<file path="src/rtl/sha256_pkg.sv">
// SHA-256 constants, state encoding and the FIPS 180-4 mixing functions.
// Shared by the compression core, its message scheduler and upstream padding logic.
package sha256_pkg;

    localparam int ROUNDS  = 64;
    localparam int T_WIDTH = 6;

    typedef logic [T_WIDTH-1:0] rnd_t;

    typedef enum logic [1:0] {
        IDLE  = 2'd0,
        ROUND = 2'd1,
        ADD   = 2'd2
    } state_t;

    localparam logic [255:0] SHA256_IV = {
        32'h6a09e667, 32'hbb67ae85, 32'h3c6ef372, 32'ha54ff53a,
        32'h510e527f, 32'h9b05688c, 32'h1f83d9ab, 32'h5be0cd19
    };

    localparam logic [31:0] K [0:63] = '{
        32'h428a2f98, 32'h71374491, 32'hb5c0fbcf, 32'he9b5dba5,
        32'h3956c25b, 32'h59f111f1, 32'h923f82a4, 32'hab1c5ed5,
        32'hd807aa98, 32'h12835b01, 32'h243185be, 32'h550c7dc3,
        32'h72be5d74, 32'h80deb1fe, 32'h9bdc06a7, 32'hc19bf174,
        32'he49b69c1, 32'hefbe4786, 32'h0fc19dc6, 32'h240ca1cc,
        32'h2de92c6f, 32'h4a7484aa, 32'h5cb0a9dc, 32'h76f988da,
        32'h983e5152, 32'ha831c66d, 32'hb00327c8, 32'hbf597fc7,
        32'hc6e00bf3, 32'hd5a79147, 32'h06ca6351, 32'h14292967,
        32'h27b70a85, 32'h2e1b2138, 32'h4d2c6dfc, 32'h53380d13,
        32'h650a7354, 32'h766a0abb, 32'h81c2c92e, 32'h92722c85,
        32'ha2bfe8a1, 32'ha81a664b, 32'hc24b8b70, 32'hc76c51a3,
        32'hd192e819, 32'hd6990624, 32'hf40e3585, 32'h106aa070,
        32'h19a4c116, 32'h1e376c08, 32'h2748774c, 32'h34b0bcb5,
        32'h391c0cb3, 32'h4ed8aa4a, 32'h5b9cca4f, 32'h682e6ff3,
        32'h748f82ee, 32'h78a5636f, 32'h84c87814, 32'h8cc70208,
        32'h90befffa, 32'ha4506ceb, 32'hbef9a3f7, 32'hc67178f2
    };

    function automatic logic [31:0] rotr(input logic [31:0] x, input int n);
        return (x >> n) | (x << (32 - n));
    endfunction

    function automatic logic [31:0] big_sigma0(input logic [31:0] x);
        return rotr(x, 2) ^ rotr(x, 13) ^ rotr(x, 22);
    endfunction

    function automatic logic [31:0] big_sigma1(input logic [31:0] x);
        return rotr(x, 6) ^ rotr(x, 11) ^ rotr(x, 25);
    endfunction

    function automatic logic [31:0] small_sigma0(input logic [31:0] x);
        return rotr(x, 7) ^ rotr(x, 18) ^ (x >> 3);
    endfunction

    function automatic logic [31:0] small_sigma1(input logic [31:0] x);
        return rotr(x, 17) ^ rotr(x, 19) ^ (x >> 10);
    endfunction

    function automatic logic [31:0] ch(input logic [31:0] x, input logic [31:0] y,
                                       input logic [31:0] z);
        return (x & y) ^ (~x & z);
    endfunction

    function automatic logic [31:0] maj(input logic [31:0] x, input logic [31:0] y,
                                        input logic [31:0] z);
        return (x & y) ^ (x & z) ^ (y & z);
    endfunction

endpackage

</file>
<file path="src/rtl/sha256_compress_if.sv">
// Block/chaining-value request and digest result bundle for the compression core.
// master = upstream sequencer, slave = sha256_compress.
interface sha256_compress_if;
    import sha256_pkg::*;

    logic         start;
    logic [511:0] block_in;
    logic [255:0] hash_in;
    logic         busy;
    logic         done;
    logic [255:0] hash_out;

    modport master (
        output start, block_in, hash_in,
        input  busy, done, hash_out
    );

    modport slave (
        input  start, block_in, hash_in,
        output busy, done, hash_out
    );

endinterface

</file>
<file path="src/rtl/sha256_msg_sched.sv">
// Purpose: 16-word W window; W[0] feeds the current round, W[15] takes the expanded word.
// Latency: load captures the block in one edge, each shift advances one round.
// Backpressure: none; the core owns load/shift timing.
module sha256_msg_sched
    import sha256_pkg::*;
(
    input  logic         clk,
    input  logic         rst_n,
    input  logic         load,
    input  logic         shift,
    input  logic [511:0] block_in,
    output logic [31:0]  w0
);

    logic [31:0] w [16];
    logic [31:0] w_new;

    // W[t+16] expressed relative to the sliding window.
    assign w_new = small_sigma1(w[14]) + w[9] + small_sigma0(w[1]) + w[0];
    assign w0    = w[0];

    always_ff @(posedge clk or negedge rst_n) begin
        if (!rst_n) begin
            for (int i = 0; i < 16; i++) begin
                w[i] <= '0;
            end
        end else if (load) begin
            for (int i = 0; i < 16; i++) begin
                w[i] <= block_in[511 - 32*i -: 32];
            end
        end else if (shift) begin
            for (int i = 0; i < 15; i++) begin
                w[i] <= w[i+1];
            end
            w[15] <= w_new;
        end
    end

endmodule

</file>
<file path="src/rtl/sha256_compress.sv">
// Purpose: iterative SHA-256 compression, one round per clock, feed-forward add at the end.
// Latency: done pulses 66 clocks after start is asserted; one block per 66 cycles.
// Backpressure: start is ignored while busy and never queued.
module sha256_compress
    import sha256_pkg::*;
(
    input  logic              clk,
    input  logic              rst_n,
    sha256_compress_if.slave  bus
);

    state_t      state;
    rnd_t        t;
    logic [31:0] a, b, c, d, e, f, g, h;
    logic [31:0] hv [8];
    logic        busy_r;
    logic        done_r;
    logic [255:0] hash_r;

    logic        sched_load;
    logic        sched_shift;
    logic [31:0] w0;
    logic [31:0] t1;
    logic [31:0] t2;

    assign sched_load  = (state == IDLE) && bus.start;
    assign sched_shift = (state == ROUND);

    sha256_msg_sched u_msg_sched (
        .clk      (clk),
        .rst_n    (rst_n),
        .load     (sched_load),
        .shift    (sched_shift),
        .block_in (bus.block_in),
        .w0       (w0)
    );

    always_comb begin
        t1 = h + big_sigma1(e) + ch(e, f, g) + K[t] + w0;
        t2 = big_sigma0(a) + maj(a, b, c);
    end

    always_ff @(posedge clk or negedge rst_n) begin
        if (!rst_n) begin
            state  <= IDLE;
            t      <= '0;
            {a, b, c, d, e, f, g, h} <= '0;
            for (int i = 0; i < 8; i++) begin
                hv[i] <= '0;
            end
            busy_r <= 1'b0;
            done_r <= 1'b0;
            hash_r <= '0;
        end else begin
            done_r <= 1'b0;
            unique case (state)
                IDLE: begin
                    if (bus.start) begin
                        {a, b, c, d, e, f, g, h} <= bus.hash_in;
                        for (int i = 0; i < 8; i++) begin
                            hv[i] <= bus.hash_in[255 - 32*i -: 32];
                        end
                        t      <= '0;
                        busy_r <= 1'b1;
                        state  <= ROUND;
                    end
                end
                ROUND: begin
                    h <= g;
                    g <= f;
                    f <= e;
                    e <= d + t1;
                    d <= c;
                    c <= b;
                    b <= a;
                    a <= t1 + t2;
                    // t parks at 63 so K/W indexing never aliases back to round 0.
                    if (t == rnd_t'(ROUNDS - 1)) begin
                        state <= ADD;
                    end else begin
                        t <= t + 1'b1;
                    end
                end
                ADD: begin
                    hash_r <= {hv[0] + a, hv[1] + b, hv[2] + c, hv[3] + d,
                               hv[4] + e, hv[5] + f, hv[6] + g, hv[7] + h};
                    done_r <= 1'b1;
                    busy_r <= 1'b0;
                    state  <= IDLE;
                end
                default: state <= IDLE;
            endcase
        end
    end

    assign bus.busy     = busy_r;
    assign bus.done     = done_r;
    assign bus.hash_out = hash_r;

endmodule

</file>
<file path="src/flat_wrapper.sv">
// flat-port wrapper written by rule: the top's interface ports become plain ports
module sha256_compress_flat import sha256_pkg::*;
  (clk, rst_n, bus_start, bus_block_in, bus_hash_in, bus_busy, bus_done, bus_hash_out);
  sha256_compress_if bus_i ();
  input  logic clk;
  input  logic rst_n;
  input wire logic [$bits(bus_i.start)-1:0] bus_start;
  input wire logic [$bits(bus_i.block_in)-1:0] bus_block_in;
  input wire logic [$bits(bus_i.hash_in)-1:0] bus_hash_in;
  output wire logic [$bits(bus_i.busy)-1:0] bus_busy;
  output wire logic [$bits(bus_i.done)-1:0] bus_done;
  output wire logic [$bits(bus_i.hash_out)-1:0] bus_hash_out;
  assign bus_i.start = bus_start;
  assign bus_i.block_in = bus_block_in;
  assign bus_i.hash_in = bus_hash_in;
  assign bus_busy = bus_i.busy;
  assign bus_done = bus_i.done;
  assign bus_hash_out = bus_i.hash_out;
  sha256_compress u_core (.clk(clk), .rst_n(rst_n), .bus(bus_i));
endmodule
</file>
<file path="config.mk">
export PLATFORM = sky130hd
export DESIGN_NAME = sha256_compress_flat
export DESIGN_NICKNAME = d
export VERILOG_FILES = /design/src/rtl/sha256_pkg.sv /design/src/rtl/sha256_compress_if.sv /design/src/rtl/sha256_msg_sched.sv /design/src/rtl/sha256_compress.sv /design/src/flat_wrapper.sv
export SDC_FILE = /design/constraint.sdc
export NUM_CORES = 2
export LEC_CHECK = 0
export BUFFER_PORTS_ARGS = -buffer_cell sky130_fd_sc_hd__buf_2
export CAP_MARGIN = 40
export CORE_UTILIZATION = 30
export CTS_CLUSTER_DIAMETER = 120
export CTS_CLUSTER_SIZE = 10
export DETAILED_ROUTE_END_ITERATION = 10
export GPL_ROUTABILITY_DRIVEN = 0
export REMOVE_ABC_BUFFERS = 1
export SKIP_CTS_REPAIR_TIMING = 1
export SYNTH_ARGS = -nofsm -noshare
export SYNTH_HDL_FRONTEND = slang
export SYNTH_SLANG_ARGS = --single-unit
export TNS_END_PERCENT = 100
</file>
<file path="constraint.sdc">
create_clock -name clk -period 8.85 [get_ports clk]
set_clock_uncertainty 0.05 [all_clocks]
set_input_delay 0.4425 -clock clk [delete_from_list [all_inputs] [get_ports clk]]
set_output_delay 0.4425 -clock clk [all_outputs]
set_load 0.01 [all_outputs]
</file>
[Word level (Yosys, flattened, before mapping)]
Memories as Yosys holds them, arrays and structs flattened.
Index checks and enable logic that the tools add are counted.
Widths: inputs -> output; s select.
Word-level totals
  memories kept: 1
  latch bits: 0
  output and inout port bits: 258
  bits of input ports: 771
  bits in read-only memories: 2048
  RAM bits: 0
  bits in registers: 1290
  word-level logic and storage cells: 131
Operators by class
  shift operators: 0
  reduce and logical (&&, ||, !) cells: 10
  multiplexer cells: 29
  order comparisons: 1
  bitwise gates (word level): 28
  div/mod/pow operators: 0
  equal/unequal tests: 6
  add/subtract/negate cells: 19
  multipliers: 0
Memory list
  (no name shown): depth 64, width 32, rd ports 1, clocked after Yosys merged registers in 0, write ports 0, line sha256_compress.sv:39  | t1 = h + big_sigma1(e) + ch(e, f, g) + K[t] + w0;
Operators with widths (count)
  $mux 512: 2
  $add 32x32->32: 18
  $pmux 32 s2: 8
  $mux 32: 10
  $xor 32x32->32: 9
  $and 32x32->32: 5
  $not 32->32: 1
  $or 10x32->32: 1
  $or 13x32->32: 1
  $or 14x32->32: 1
  $or 15x32->32: 1
  $or 19x32->32: 1
  $or 21x32->32: 1
  $or 25x32->32: 1
  $or 26x32->32: 1
  $or 30x32->32: 1
  $or 7x32->32: 1
  $xor 32x22->32: 1
  $xor 32x29->32: 1
  $mux 6: 2
  $pmux 6 s2: 1
  $reduce_and 2->1: 4
  $ge 7x7->1 const B: 1
  $not 6->7: 1
  13 further kinds: 19

[Logic depth before layout (Yosys ltp)]
  depth after elaboration: 9
  gate-level depth with buffers: 41
  mapped depth without buffers: 40

[Modules after synthesis]
Synthesis repeated with hierarchy kept, for this count alone.
Unflattened totals
  cells, all modules: 9540
  area total of the unflattened synthesis: 82842.0 µm²
Modules (own cells, without submodules)
  sha256_compress: times used 1, seq. area each 19468.7 µm², area each 55207.9 µm², cells each 6745
  sha256_msg_sched: times used 1, seq. area each 12812.3 µm², area each 27634.0 µm², cells each 2795

[Least setup slack after synthesis]
OpenSTA, ideal clock, no wires.
  kind: register to register
  start: register u_core.t[1]
  end: register u_core.a[30]
  period minus slack after synthesis: 8.529 ns
  required time: 8.665 ns
  stages on the path, launching flop included: 36
  path buffers: 2
  library setup time: 0.135 ns
  arrival time: 8.344 ns
  setup slack: 0.321 ns
  path through: dfrtp_1 clkbuf_1 inv_2 ha_1 clkinv_1 nand2_1 clkbuf_1 o21ai_0 mux4_2 fa_1 inv_1 fa_1 fa_1 inv_1 ha_1 o211ai_1 a21oi_1 o21ai_0 o21ai_0 a22o_1 a31o_2 a21oi_1 o21bai_1 a21oi_1 xnor2_1 fa_1 ha_1 and3_1 nand2_1 o21ai_0 a211oi_1 o41ai_1 inv_1 o21ai_0 xnor2_1 o21ai_0
On the way
  cells in the longest elaborated chain, start to end: 8
RTL lines
  start, declared: line sha256_compress.sv:13  | rnd_t t;
  start signal, assigned: line sha256_compress.sv:81  | t <= t + 1'b1;
  $not 6->7 (implied by the code): line sha256_compress.sv:39
  $mem_v2 64x32
  $mux 32 (implied by the code) (2 in series): line sha256_compress.sv:39
  $add 32x32->32 (2 in series): line sha256_compress.sv:39
  $add 32x32->32: line sha256_compress.sv:76  | a <= t1 + t2;
  $pmux 32 s2: line sha256_compress.sv:56  | unique case (state)
  end signal, assigned: line sha256_compress.sv:59  | {a, b, c, d, e, f, g, h} <= bus.hash_in;
  end signal, assigned: line sha256_compress.sv:76
  end, declared: line sha256_compress.sv:14  | logic [31:0] a, b, c, d, e, f, g, h;
Every way passes these cells. The select of a mux whose other input is x is not followed.
A chain may end at the register's enable or synchronous reset.

[Worst setup path in the final report]
  start: register u_core.t[2]
  end: register u_core.a[31]
The elaborated chain is that of the path after synthesis.

==> summary.md <==
| Metric | Value |
|---|---|
| DR pass1 iterations | 10 |
| Reg2Reg Setup Slack | 0.46 ns |
| Initial Util | 0.302 |
| Final hold violation count | 6 |
| Mean post-synth cell area | 8.58 um2 |
| DR DRC count | 0 |
| Post-layout min period | 8.39 ns |
| Yosys cell types | 81 |
| Final hold slack | -0.0428 ns |
| Global-route wire length before repair | 506 mm |
| CTS root buf | clkbuf_16 |
| Layout area overhead | 26.3% |
| Avg Vias per Cell | 5.34 |
| GRT overflow | 0 |
| Die footprint | 0.267 mm2 |
| Routed len/inst | 25.4 um |
| Max Cap Violations | 0 |
| Largest net degree at the start of global routing | 219 |
| Biggest register | u_core.u_msg_sched.w |
| GRT Total Usage | 0.261 |
| Setup CP Type | register to register |
| CTS tree | built |
| FF+latch count, synth | 1290 |
| Achievable Freq | 119 MHz |
| Nets | 12.1k |
| Core area | 0.263 mm2 |
| Clk Latency, worst-skew pair | 0.87 ns |
| Height of the die | 517 um |
| Status | complete, but fails checks |
| Cells after DPL | 13.3k |
| Yosys warns | 0 |
| Max reg flops | 480 |
| Critical-path cell with the highest stage delay | fa_1 |
| Post-synth design cell area | 0.0794 mm2 |
| Syn Inst Count | 9260 |
| Max transition margin | 0.174 |
| Register area share after synthesis | 0.406 |
| Worst Path Max Fanout | 57 |
| H-tree Lvls | 4 |
| Crit start category | register |
| CP peak stage delay | 0.54 ns |
| Final Max Slew Viols | 0 |
| Crit path DAT | 9.02 ns |
| Final wirelength | 364 mm |
| Tcrit/Tclk final | 0.948 |
| Fin cells | 14.3k |
| Failing checks | hold timing |
| Initial antenna violation count | 135 |
| Clk slew on worst S/H paths | 0.06 ns |
| Clock Sinks | 1290 |
| Die Wd | 517 um |
| Detailed Place HPWL | 272 mm |
| Final ANT Viol Nets | 0 |
| Rows | 188 |
| CP required | 9.48 ns |
| Number of global-route vias before repair | 70.9k |
| Primary FF master, synth | dfrtp_1 |
| Clk buf depth | 4 |
| Number of enable flip-flop cells after synthesis | 0 |
| Worst Max-Slew Pin Slew | 1.24 ns |
| Port Buffer Count | 1028 |
| Pre-CTS setup slack | 0.137 ns |
| Setup violators final | 0 |
| Fraction of registers with async set or reset after synthesis | 1.00 |
| Share of layout cells above drive strength 1 | 0.139 |
| HP Class | primary input to register |
| Critical Path End Type | register |
| Initial drt markers | 7222 |
| Num CTS Buffers | 159 |
| Final WS setup | 0.457 ns |
| Vias post-DR | 76.4k |
| Setup TNS | 0 ns |
| I/O pin total | 1029 |
path summary, 6_finish.rpt:
kind / startpoint / end / cells past startpoint
max: u_core.t[2] / u_core.a[31] / 34
max in group asynchronous: rst_n / u_core.u_msg_sched.w[56] / 4
min in group asynchronous: rst_n / u_core.bus.hash_out[0] / 2
min: bus_block_in[12] / u_core.u_msg_sched.w[12] / 3
max reg2reg: u_core.t[2] / u_core.a[31] / 34
min reg2reg: u_core.bus.hash_out[120] / u_core.bus.hash_out[120] / 2
cells by family (layout without fill, tap and decap cells):
| logic type | Yosys count | in the layout | synth area share |
|---|---|---|---|
| adder cells (fa/ha/maj) | 608 | 608 | 0.113 |
| AO/OA/AOI/OAI | 2709 | 2709 | 0.207 |
| buffers and inverters | 918 | 2399 | 0.0434 |
| XOR/XNOR | 571 | 571 | 0.0631 |
| AND/OR/NAND/NOR | 3105 | 3105 | 0.158 |
| flip-flops | 1290 | 1290 | 0.406 |
| multiplexers | 59 | 59 | 0.00893 |
| other | 0 | 44 | 0 |
cell type report:
class / count / area [um2]
fill: 26800 / 162000
multi-input combinational: 7052 / 43900
sequential: 1290 / 32300
timing repair buffer: 1946 / 14400
tap: 3515 / 4400
clock buffer: 167 / 4060
inverter: 272 / 1040
clock inverter: 14 / 189
antenna: 44 / 110
synthesized netlist by cell type (all sizes together) (14+ instances only):
cell type  number  area, um2
o221ai         14        123
mux2i          27        270
a31oi         277       1730
fa            195       3900
a21oi         820       4100
xnor2         380       3330
xor2          190       1660
nor2          935       3510
buf            67        253
nor3           61        305
inv           270       1010
nand4          19        119
a311oi         14        123
o311ai         16        158
a21o          165       1240
o31ai          43        323
nand3          76        380
clkbuf        579       2170
o211ai         32        240
o21a           71        533
mux2           25        282
o22ai         502       3140
or3            58        363
o21bai         38        285
nand2b         57        357
a22oi          26        195
o31a           19        166
a211oi         56        425
dfrtp        1290      32300
nand2        1777       6670
o21ai         490       2460
ha            390       4880
a221oi         15        131
nor2b          32        208
and3           26        163
maj3           23        230
layer usage:
metal	vias to the layer above	routed length [um]	track usage
met2	3470	174000	0.433
met1	36800	140000	0.308
li1	35000	-	-
met4	18	25100	0.165
met5	-	107	0
met3	991	24700	0.0545
critical path: cells and delay by family, from the launching register on:
family                   cells  cell delay [ns]
XOR/XNOR                     3             0.54
buffers and inverters        7             1.07
flip-flops                   1             0.52
AND/OR/NAND/NOR              5             0.81
adder cells (fa/ha/maj)      6             2.37
AO/OA/AOI/OAI               13             2.85
cells in the final DEF (no fill, tap or decap), drive strengths merged, types with 71 or more instances in the layout:
cell         synthesis  routed
clkbuf             579     168
buf                 67    1203
a31oi              277     277
a21o               165     165
o22ai              502     502
xnor2              380     380
nor2               935     935
nand2             1777    1777
ha                 390     390
a21oi              820     820
o21ai              490     490
dfrtp             1290    1290
xor2               190     190
nand3               76      76
dlygate4sd3          0     742
o21a                71      71
fa                 195     195
inv                270     278
stage by stage:
step	cell area, um2	util	hold slack [ns]
after global placement	88100	0.335	0.400
after global routing	100000	0.382	0.00394
final	100000	0.382	-0.0428
after CTS	92700	0.353	-0.424
after detailed placement	88400	0.337	0.403
after floorplan	77000	-	0.0969
Power is left out: the tool's default activity adds up to more than one toggle a clock period on the data nets, which glitch-free logic cannot reach.
